### src/rtl/imem_loader_if.sv
// Stream-in and instruction-memory write bundle for the program loader.
// The master side feeds bytes and start; the slave side is the loader.
interface imem_loader_if #(
  parameter int unsigned ADDR_WIDTH = 4,
  parameter int unsigned WORD_WIDTH = 16
);
  logic                  start;
  logic                  in_valid;
  logic [7:0]            in_data;
  logic                  in_ready;
  logic                  imem_we;
  logic [ADDR_WIDTH-1:0] imem_addr;
  logic [WORD_WIDTH-1:0] imem_wdata;
  logic                  cpu_hold;
  logic                  busy;
  logic                  done;
  logic                  error;
  logic [ADDR_WIDTH:0]   words_loaded;

  modport master (
    output start, in_valid, in_data,
    input  in_ready, imem_we, imem_addr, imem_wdata,
    input  cpu_hold, busy, done, error, words_loaded
  );

  modport slave (
    input  start, in_valid, in_data,
    output in_ready, imem_we, imem_addr, imem_wdata,
    output cpu_hold, busy, done, error, words_loaded
  );
endinterface

### src/rtl/imem_loader.sv
// Framed byte-stream loader: COUNT, N big-endian words, XOR checksum.
// Writes words to imem from address 0 and holds the CPU for the whole load.
module imem_loader #(
  parameter int unsigned ADDR_WIDTH = 4,
  parameter int unsigned WORD_WIDTH = 16
) (
  input  logic          clk,
  input  logic          rst,
  imem_loader_if.slave  bus
);
  localparam int unsigned DEPTH = 2 ** ADDR_WIDTH;
  localparam int unsigned CW    = ADDR_WIDTH + 1;

  typedef enum logic [2:0] {
    S_IDLE, S_COUNT, S_HI, S_LO, S_WRITE, S_CHECK, S_DONE, S_ERROR
  } state_e;

  state_e                state_q, state_d;
  logic [7:0]            chk_q, chk_d;
  logic [7:0]            hi_q, hi_d;
  logic [CW-1:0]         cnt_q, cnt_d;
  logic [CW-1:0]         n_q, n_d;
  logic [ADDR_WIDTH-1:0] addr_q, addr_d;
  logic [WORD_WIDTH-1:0] wdata_q, wdata_d;
  logic                  in_ready_q, in_ready_d;
  logic                  we_q, we_d;
  logic                  hold_q, hold_d;
  logic                  busy_q, busy_d;
  logic                  done_q, done_d;
  logic                  err_q, err_d;
  logic                  xfer_c;

  // in_ready_q mirrors the current state, so a transfer never depends on in_valid timing
  assign xfer_c = bus.in_valid && in_ready_q;

  always_comb begin
    state_d = state_q;
    chk_d   = chk_q;
    hi_d    = hi_q;
    cnt_d   = cnt_q;
    n_d     = n_q;
    addr_d  = addr_q;
    wdata_d = wdata_q;

    unique case (state_q)
      S_IDLE, S_ERROR: begin
        if (bus.start) begin
          state_d = S_COUNT;
          chk_d   = 8'd0;
          cnt_d   = CW'(0);
        end
      end
      S_COUNT: begin
        if (xfer_c) begin
          chk_d = chk_q ^ bus.in_data;
          n_d   = CW'(bus.in_data);
          if (bus.in_data == 8'd0 || 32'(bus.in_data) > DEPTH) state_d = S_ERROR;
          else                                                 state_d = S_HI;
        end
      end
      S_HI: begin
        if (xfer_c) begin
          hi_d    = bus.in_data;
          chk_d   = chk_q ^ bus.in_data;
          state_d = S_LO;
        end
      end
      S_LO: begin
        if (xfer_c) begin
          chk_d   = chk_q ^ bus.in_data;
          addr_d  = cnt_q[ADDR_WIDTH-1:0];
          wdata_d = WORD_WIDTH'({hi_q, bus.in_data});
          state_d = S_WRITE;
        end
      end
      S_WRITE: begin
        cnt_d   = cnt_q + CW'(1);
        state_d = (cnt_q + CW'(1) == n_q) ? S_CHECK : S_HI;
      end
      S_CHECK: begin
        if (xfer_c) state_d = (bus.in_data == chk_q) ? S_DONE : S_ERROR;
      end
      S_DONE:  state_d = S_IDLE;
      default: state_d = S_IDLE;
    endcase

    // Status outputs are registered decodes of the state being entered
    in_ready_d = (state_d == S_COUNT) || (state_d == S_HI) ||
                 (state_d == S_LO)    || (state_d == S_CHECK);
    we_d       = (state_d == S_WRITE);
    hold_d     = (state_d != S_IDLE);
    busy_d     = (state_d != S_IDLE) && (state_d != S_ERROR);
    done_d     = (state_d == S_DONE);
    err_d      = (state_d == S_ERROR);
  end

  always_ff @(posedge clk or posedge rst) begin
    if (rst) begin
      state_q    <= S_IDLE;
      chk_q      <= 8'd0;
      hi_q       <= 8'd0;
      cnt_q      <= CW'(0);
      n_q        <= CW'(0);
      addr_q     <= '0;
      wdata_q    <= '0;
      in_ready_q <= 1'b0;
      we_q       <= 1'b0;
      hold_q     <= 1'b0;
      busy_q     <= 1'b0;
      done_q     <= 1'b0;
      err_q      <= 1'b0;
    end else begin
      state_q    <= state_d;
      chk_q      <= chk_d;
      hi_q       <= hi_d;
      cnt_q      <= cnt_d;
      n_q        <= n_d;
      addr_q     <= addr_d;
      wdata_q    <= wdata_d;
      in_ready_q <= in_ready_d;
      we_q       <= we_d;
      hold_q     <= hold_d;
      busy_q     <= busy_d;
      done_q     <= done_d;
      err_q      <= err_d;
    end
  end

  assign bus.in_ready     = in_ready_q;
  assign bus.imem_we      = we_q;
  assign bus.imem_addr    = addr_q;
  assign bus.imem_wdata   = wdata_q;
  assign bus.cpu_hold     = hold_q;
  assign bus.busy         = busy_q;
  assign bus.done         = done_q;
  assign bus.error        = err_q;
  assign bus.words_loaded = cnt_q;
endmodule
### src/flat_wrapper.sv
// flat-port wrapper written by rule: the top's interface ports become plain ports
module imem_loader_flat 
#(
  parameter int unsigned ADDR_WIDTH = 4,
  parameter int unsigned WORD_WIDTH = 16
)
  (clk, rst, bus_start, bus_in_valid, bus_in_data, bus_in_ready, bus_imem_we, bus_imem_addr, bus_imem_wdata, bus_cpu_hold, bus_busy, bus_done, bus_error, bus_words_loaded);
  imem_loader_if #(.ADDR_WIDTH(ADDR_WIDTH), .WORD_WIDTH(WORD_WIDTH)) bus_i ();
  input  logic clk;
  input  logic rst;
  input wire logic [$bits(bus_i.start)-1:0] bus_start;
  input wire logic [$bits(bus_i.in_valid)-1:0] bus_in_valid;
  input wire logic [$bits(bus_i.in_data)-1:0] bus_in_data;
  output wire logic [$bits(bus_i.in_ready)-1:0] bus_in_ready;
  output wire logic [$bits(bus_i.imem_we)-1:0] bus_imem_we;
  output wire logic [$bits(bus_i.imem_addr)-1:0] bus_imem_addr;
  output wire logic [$bits(bus_i.imem_wdata)-1:0] bus_imem_wdata;
  output wire logic [$bits(bus_i.cpu_hold)-1:0] bus_cpu_hold;
  output wire logic [$bits(bus_i.busy)-1:0] bus_busy;
  output wire logic [$bits(bus_i.done)-1:0] bus_done;
  output wire logic [$bits(bus_i.error)-1:0] bus_error;
  output wire logic [$bits(bus_i.words_loaded)-1:0] bus_words_loaded;
  assign bus_i.start = bus_start;
  assign bus_i.in_valid = bus_in_valid;
  assign bus_i.in_data = bus_in_data;
  assign bus_in_ready = bus_i.in_ready;
  assign bus_imem_we = bus_i.imem_we;
  assign bus_imem_addr = bus_i.imem_addr;
  assign bus_imem_wdata = bus_i.imem_wdata;
  assign bus_cpu_hold = bus_i.cpu_hold;
  assign bus_busy = bus_i.busy;
  assign bus_done = bus_i.done;
  assign bus_error = bus_i.error;
  assign bus_words_loaded = bus_i.words_loaded;
  imem_loader #(.ADDR_WIDTH(ADDR_WIDTH), .WORD_WIDTH(WORD_WIDTH)) u_core (.clk(clk), .rst(rst), .bus(bus_i));
endmodule
### config.mk
export PLATFORM = sky130hd
export DESIGN_NAME = imem_loader_flat
export DESIGN_NICKNAME = d
export VERILOG_FILES = /design/src/rtl/imem_loader_if.sv /design/src/rtl/imem_loader.sv /design/src/flat_wrapper.sv
export SDC_FILE = /design/constraint.sdc
export NUM_CORES = 1
export LEC_CHECK = 0
export CAP_MARGIN = 25
export CORE_MARGIN = 2
export CORE_UTILIZATION = 42
export DETAILED_ROUTE_END_ITERATION = 6
export GPL_TIMING_DRIVEN = 0
export PLACE_DENSITY = 0.65
export SLEW_MARGIN = 40
export SYNTH_ARGS = -nofsm -noshare
export SYNTH_HDL_FRONTEND = slang
export SYNTH_SLANG_ARGS = --single-unit
### constraint.sdc
create_clock -name clk -period 2.3 [get_ports clk]
set_clock_uncertainty 0.15 [all_clocks]
set_input_delay 0.345 -clock clk [delete_from_list [all_inputs] [get_ports clk]]
set_output_delay 0.345 -clock clk [all_outputs]
set_load 0.01 [all_outputs]
# ---- Word-level counts from Yosys, hierarchy flattened
# Cells that the tools add are included.
dict set report totals {
  latchBits 0
  ramBits 0
  ff_bits 55
  mem_bits_ro 0
  input_bits 12
  output_inout_bits 31
  memories 0
}
dict set report classes {
  n_reduce_logical 18
  shifts 0
  bitwise 1
  div_mod_pow 0
  n_eq_ne 19
  muxes 14
  mul 0
  order_cmp 1
  add_sub_neg 1
}
# operator count
set ops {}
lappend ops {{equality test 3 bit, second input constant} 8}
lappend ops {{two-way mux 3 bit} 7}
lappend ops {{case mux 3 bit (7 select lines)} 1}
lappend ops {{two-way mux 8 bit} 2}
lappend ops {{case mux 8 bit (2 select lines)} 1}
lappend ops {{equality test 3 x 2 -> 1 bit, second input constant} 4}
lappend ops {{case mux 5 bit (2 select lines)} 1}
lappend ops {{equality test 8 bit} 1}
lappend ops {{> comparator 8 x 5 -> 1 bit, second input constant} 1}
lappend ops {{logical NOT 8 bit} 1}
lappend ops {{AND reduction 2 bit} 4}
lappend ops {{bitwise XOR 8 bit} 1}
lappend ops {{equality test 3 x 1 -> 1 bit, second input constant} 2}
lappend ops {{adder 5 x 1 -> 5 bit, second input constant} 1}
lappend ops {{equality test 5 bit} 1}
lappend ops {{two-way mux 5 bit} 1}
lappend ops {{logical OR 1 bit} 4}
lappend ops {{nonzero test 2 bit} 2}
lappend ops {{logical NOT 3 bit} 1}
lappend ops {{!= test 3 bit, second input constant} 1}
lappend ops {{AND reduction 3 bit} 1}
lappend ops {{nonzero test 3 bit} 1}
lappend ops {{OR reduction 3 bit} 1}
lappend ops {{logical AND 1 bit} 2}
lappend ops {{other kinds (4)} 4}

# ---- Depth between registers and ports, before layout
dict set report depth {
  depth_word 9
  mapped_depth 6
  depth_no_buf 6
}

# ---- Least setup slack after synthesis
# OpenSTA, ideal clock, no wires.
dict set report synth_timing {
  kind {register -> register}
  start {register u_core.cnt_q[0], in the netlist u_core.bus.words_loaded[0]}
  end {register u_core.state_q[1]}
  setup_ns 0.120
  t_arrival_ns 1.519
  period_less_slack_ns 1.789
  slack_ns 0.511
  n_path_buf 0
  required_ns 2.030
  path_stages_with_launch 7
  cell_sequence {dfrtp_1 ha_1 nor2b_1 nor2b_1 o21ai_0 a21o_1 a31o_2}
}
dict set report synth_between {
  elab_chain_cells 4
}
# item line
set synth_lines {}
lappend synth_lines {{start: declaration} imem_loader.sv:21} ;# logic [CW-1:0] cnt_q, cnt_d;
lappend synth_lines {{start signal: assignment} imem_loader.sv:116} ;# cnt_q <= cnt_d;
lappend synth_lines {{adder 5 x 1 -> 5 bit} imem_loader.sv:78} ;# state_d = (cnt_q + CW'(1) == n_q) ? S_CHECK : S_HI;
lappend synth_lines {{equality test 5 bit} imem_loader.sv:78}
lappend synth_lines {{two-way mux 3 bit} imem_loader.sv:78}
lappend synth_lines {{case mux 3 bit (7 select lines)} imem_loader.sv:45} ;# unique case (state_q)
lappend synth_lines {{via u_core.state_d[1]} imem_loader.sv:18} ;# state_e state_q, state_d;
lappend synth_lines {{end signal: assignment} imem_loader.sv:113} ;# state_q <= state_d;
lappend synth_lines {{end: declaration} imem_loader.sv:18}
# The timed path passes the listed nets, and every way through them passes these cells.
# A chain may end at the register's enable or synchronous reset.

# ---- Worst setup path after layout
dict set report layout_timing {
  start {input port bus_in_data[3]}
  end {register u_core.busy_q, in the netlist u_core.bus.busy}
}
dict set report layout_between {
  elab_chain_cells 7
}
# item line
set layout_lines {}
lappend layout_lines {{start: declaration} flat_wrapper.sv:13} ;# input wire logic [$bits(bus_i.in_data)-1:0] bus_in_data;
lappend layout_lines {{> comparator 8 x 5 -> 1 bit or logical NOT 8 bit (tied branches)} imem_loader.sv:57} ;# if (bus.in_data == 8'd0 || 32'(bus.in_data) > DEPTH) state_d = S_ERROR;
lappend layout_lines {{logical OR 1 bit} imem_loader.sv:57}
lappend layout_lines {{two-way mux 3 bit} imem_loader.sv:57}
lappend layout_lines {{two-way mux 3 bit} imem_loader.sv:54} ;# if (xfer_c) begin
lappend layout_lines {{case mux 3 bit (7 select lines) *} imem_loader.sv:45}
lappend layout_lines {{!= test 3 bit or nonzero test 3 bit (tied branches)} imem_loader.sv:92} ;# busy_d = (state_d != S_IDLE) && (state_d != S_ERROR);
lappend layout_lines {{logical AND 1 bit *} imem_loader.sv:92}
lappend layout_lines {{via u_core.busy_d} imem_loader.sv:28} ;# logic busy_q, busy_d;
lappend layout_lines {{end signal: assignment} imem_loader.sv:123} ;# busy_q <= busy_d;
lappend layout_lines {{end: declaration} imem_loader.sv:28}
# The timed path passes the listed nets; every way through them passes the cells marked *.

==> impl_metrics.yaml <==
status:
  status: "finished clean"
worst_hold_path:
  worstHoldPathType: "in -> async"
logic_synthesis:
  yosys.area_share.simple_pct: 12.3
  yosysTopAreaCellShare_pct: 52.6
  synthCells: 218
  synth_top_area_cell: "dfrtp_1"
  synth_edf_count: 0
  synth_mux_area_share_pct: 14.6
  synth_compound_area_share_pct: 13.4
  ys_seq_area_share_pct: 52.6
  synth_area_leaders: "dfrtp_1 53%, mux2_2 14%, o21ai_0 2.9%, a22o_1 2.7%, xor2_1 2.7%"
  ys_ff_latch: 55
  syn_area_um2: 2620
  synth_fa_ha_area_share_pct: 0.478
  synth.distinct_cells: 45
  synthesis.yosys.warnings: 0
  synth_top_family_by_area: "multiplexers"
  synth.avg_cell_area_um2: 12.0
  synth_top_flop_cell: "dfrtp_1"
  synth-xor-area-share_pct: 4.02
  ys_async_sr_fraction_pct: 100
  syn-num-nets: 231
sta:
  min_period_over_period_pct: 89.0
  rsz0062_at_grt: "false"
  setup_viol: 0
  worst_slew_pin_slew_ns: 0.612
  slew_headroom_pct: 58.9
  whs_ns: 0.169
  finalWorstPathRequiredPeriod_ns: 2.05
  max_freq_mhz: 488
  drv_slew: 0
  hold_violations: 0
layout:
  design_area_um2: 3270
  antenna_cells: 0
  drive_gt1_share_pct: 23.4
  final_common_cell: "dfrtp_1"
  layout_common_cells: "55 x dfrtp_1, 42 x clkdlybuf4s50_1, 33 x mux2_2, 15 x o21ai_0, 11 x nor2b_1"
  fin_nets: 281
  fin_util_pct: 54.9
  nFillCells: 538
  area_delta_synth_final_pct: 25.0
worst_setup_path:
  cp-end-kind: "register"
  r2r-start: "u_core.bus.words_loaded[0]"
  critical_path_class: "in -> reg"
  crit_path_start_kind: "primary input"
  r2r_end: "u_core.state_q[1]"
  cp.required_ns: 2.39
  path_max_fanout: 7
  reg2regPathDepth: 6
  arrival_ns: 2.14
  r2r_slack_ns: 0.29
routing:
  drtAntennaViolNets: 0
  wire_per_inst_um: 15.6
  vias: 1843
  wl_mm: 5.36
  drtIter0Drc: 94
  viasPerCell: 5.36
  drc_errors: 0
  drt_pass1_iterations: 4
power:
  power_leakage_nw: 1.39
  ir_worst_vdd_mv: 0.552
  finalPower_mw: 4.10
  p_per_area_nw_per_um2: 1250
place:
  place_hpwl_mm: 3.73
  routabilityCongestion: 0.862
  placed_area_um2: 3150
  portBuffers: 42
floorplan:
  num_rows: 28
  core_region_area_um2: 5960
  start_util_pct: 43.9
  dieHeight_um: 82.9
  die_x_um: 82.9
  die_area_um2: 6870
  pin_count: 43
cts:
  clk_pin_slew_ns: 0.10
  root_buffer: "clkbuf_8"
  htreeDepth: 2
  cts_buffer_depth: 2
  cts_resized: 0
  ctsHoldBuffers: 0
  cts_tree: "done"
  clk_latency_ns: 0.31
  cts.sinks: 55
  cts_setup_buffers: 0
  cts_buffers: 5
global_route:
  gr-total-overflow: 0
  grt_pass1_wl_mm: 9.29
  grt_usage_pct: 16.7
  grt_max_degree: 37
  grt_pass1_vias: 1836
  antenna_found_initial: 0
job:
  maxCapViolCount: 0
## logic make-up (layout without fill, tap and decap cells)
group	after synthesis	count (layout)
flip-flops	55	55
AND/OR/NAND/NOR	52	52
AO/OA/AOI/OAI	51	51
multiplexers	34	34
buffers and inverters	13	64
XOR/XNOR	12	12
adder cells (fa/ha/maj)	1	1
## Yosys cell counts, types with 2 or more instances
master and count:
xnor2_1 4, a21oi_1 8, a21o_1 2, o21ai_0 15, nor2b_1 11, inv_1 5
nand4_1 2, nor2_1 6, nor4_1 2, a211oi_1 3, nand3_1 8, dfrtp_1 55
nor4_2 2, a41oi_1 2, buf_2 6, and2_1 2, nand2_1 9, o21ai_1 2
nor3_1 2, xor2_1 8, a22o_1 8, mux2_2 33
## per-stage QoR
stage	TNS, ns	worst slack, ns	instances
finish	0	0.252	344
floorplan	0	0.462	218
global route	0	0.101	344
global placement	-32.31	-0.588	335
CTS	0	0.240	344
detailed placement	-0.204	-0.0782	336
## report_power, final
group / internal [mW] / switching [mW]
clock: 0.353 / 0.319
sequential: 1.35 / 0.249
combinational: 0.969 / 0.860
## worst max-delay path: stages
cell and delay, ns:
clkdlybuf4s50_1 0.58, xor2_1 0.24, nor4_2 0.30, nand4_1 0.15
a21oi_2 0.30, mux2i_1 0.22
## layout make-up
type | count | area [µm²] | area share [%]
Buffer | 8 | 48.8 | 1.49
Clock buffer | 6 | 82.6 | 2.53
Clock inverter | 2 | 35.0 | 1.07
Inverter | 5 | 21.3 | 0.651
Multi-Input combinational cell | 150 | 1170 | 35.8
Sequential cell | 55 | 1380 | 42.1
Tap cell | 75 | 93.8 | 2.87
Timing Repair Buffer | 43 | 440 | 13.5
## how the worst max path moves through the flow
stage          slack [ns]           start               to  cells after the start
6_report             0.25  bus_in_data[3]  u_core.bus.busy                      6
5_1_grt              0.10  bus_in_data[0]  u_core.bus.busy                      6
4_1_cts              0.24  bus_in_data[3]  u_core.bus.busy                      6
3_5_place_dp        -0.08  bus_in_data[3]  u_core.bus.busy                      6
3_3_place_gp        -0.59             rst  u_core.bus.busy                      2
2_1_floorplan        0.46             rst  u_core.bus.busy                      1
## sequential cells by signal, summed over array words and instances (netlist names)
name	flops
u_core.hi_q	8
u_core.bus.cpu_hold	1
u_core.n_q	5
u_core.bus.error	1
u_core.bus.busy	1
u_core.bus.imem_addr	4
u_core.chk_q	8
u_core.bus.done	1
u_core.bus.imem_wdata	16
u_core.bus.imem_we	1
u_core.bus.in_ready	1
u_core.bus.words_loaded	5
u_core.state_q	3
## routing by layer
metal | up-vias | global-route usage, % | wire [µm]
li1 | 892 | - | -
met1 | 901 | 23.3 | 2680
met2 | 43 | 26.0 | 2390
met3 | 7 | 3.78 | 214
met4 | 0 | 5.37 | 74
met5 | - | 0 | 0
Power figures use the tool's default switching activity.
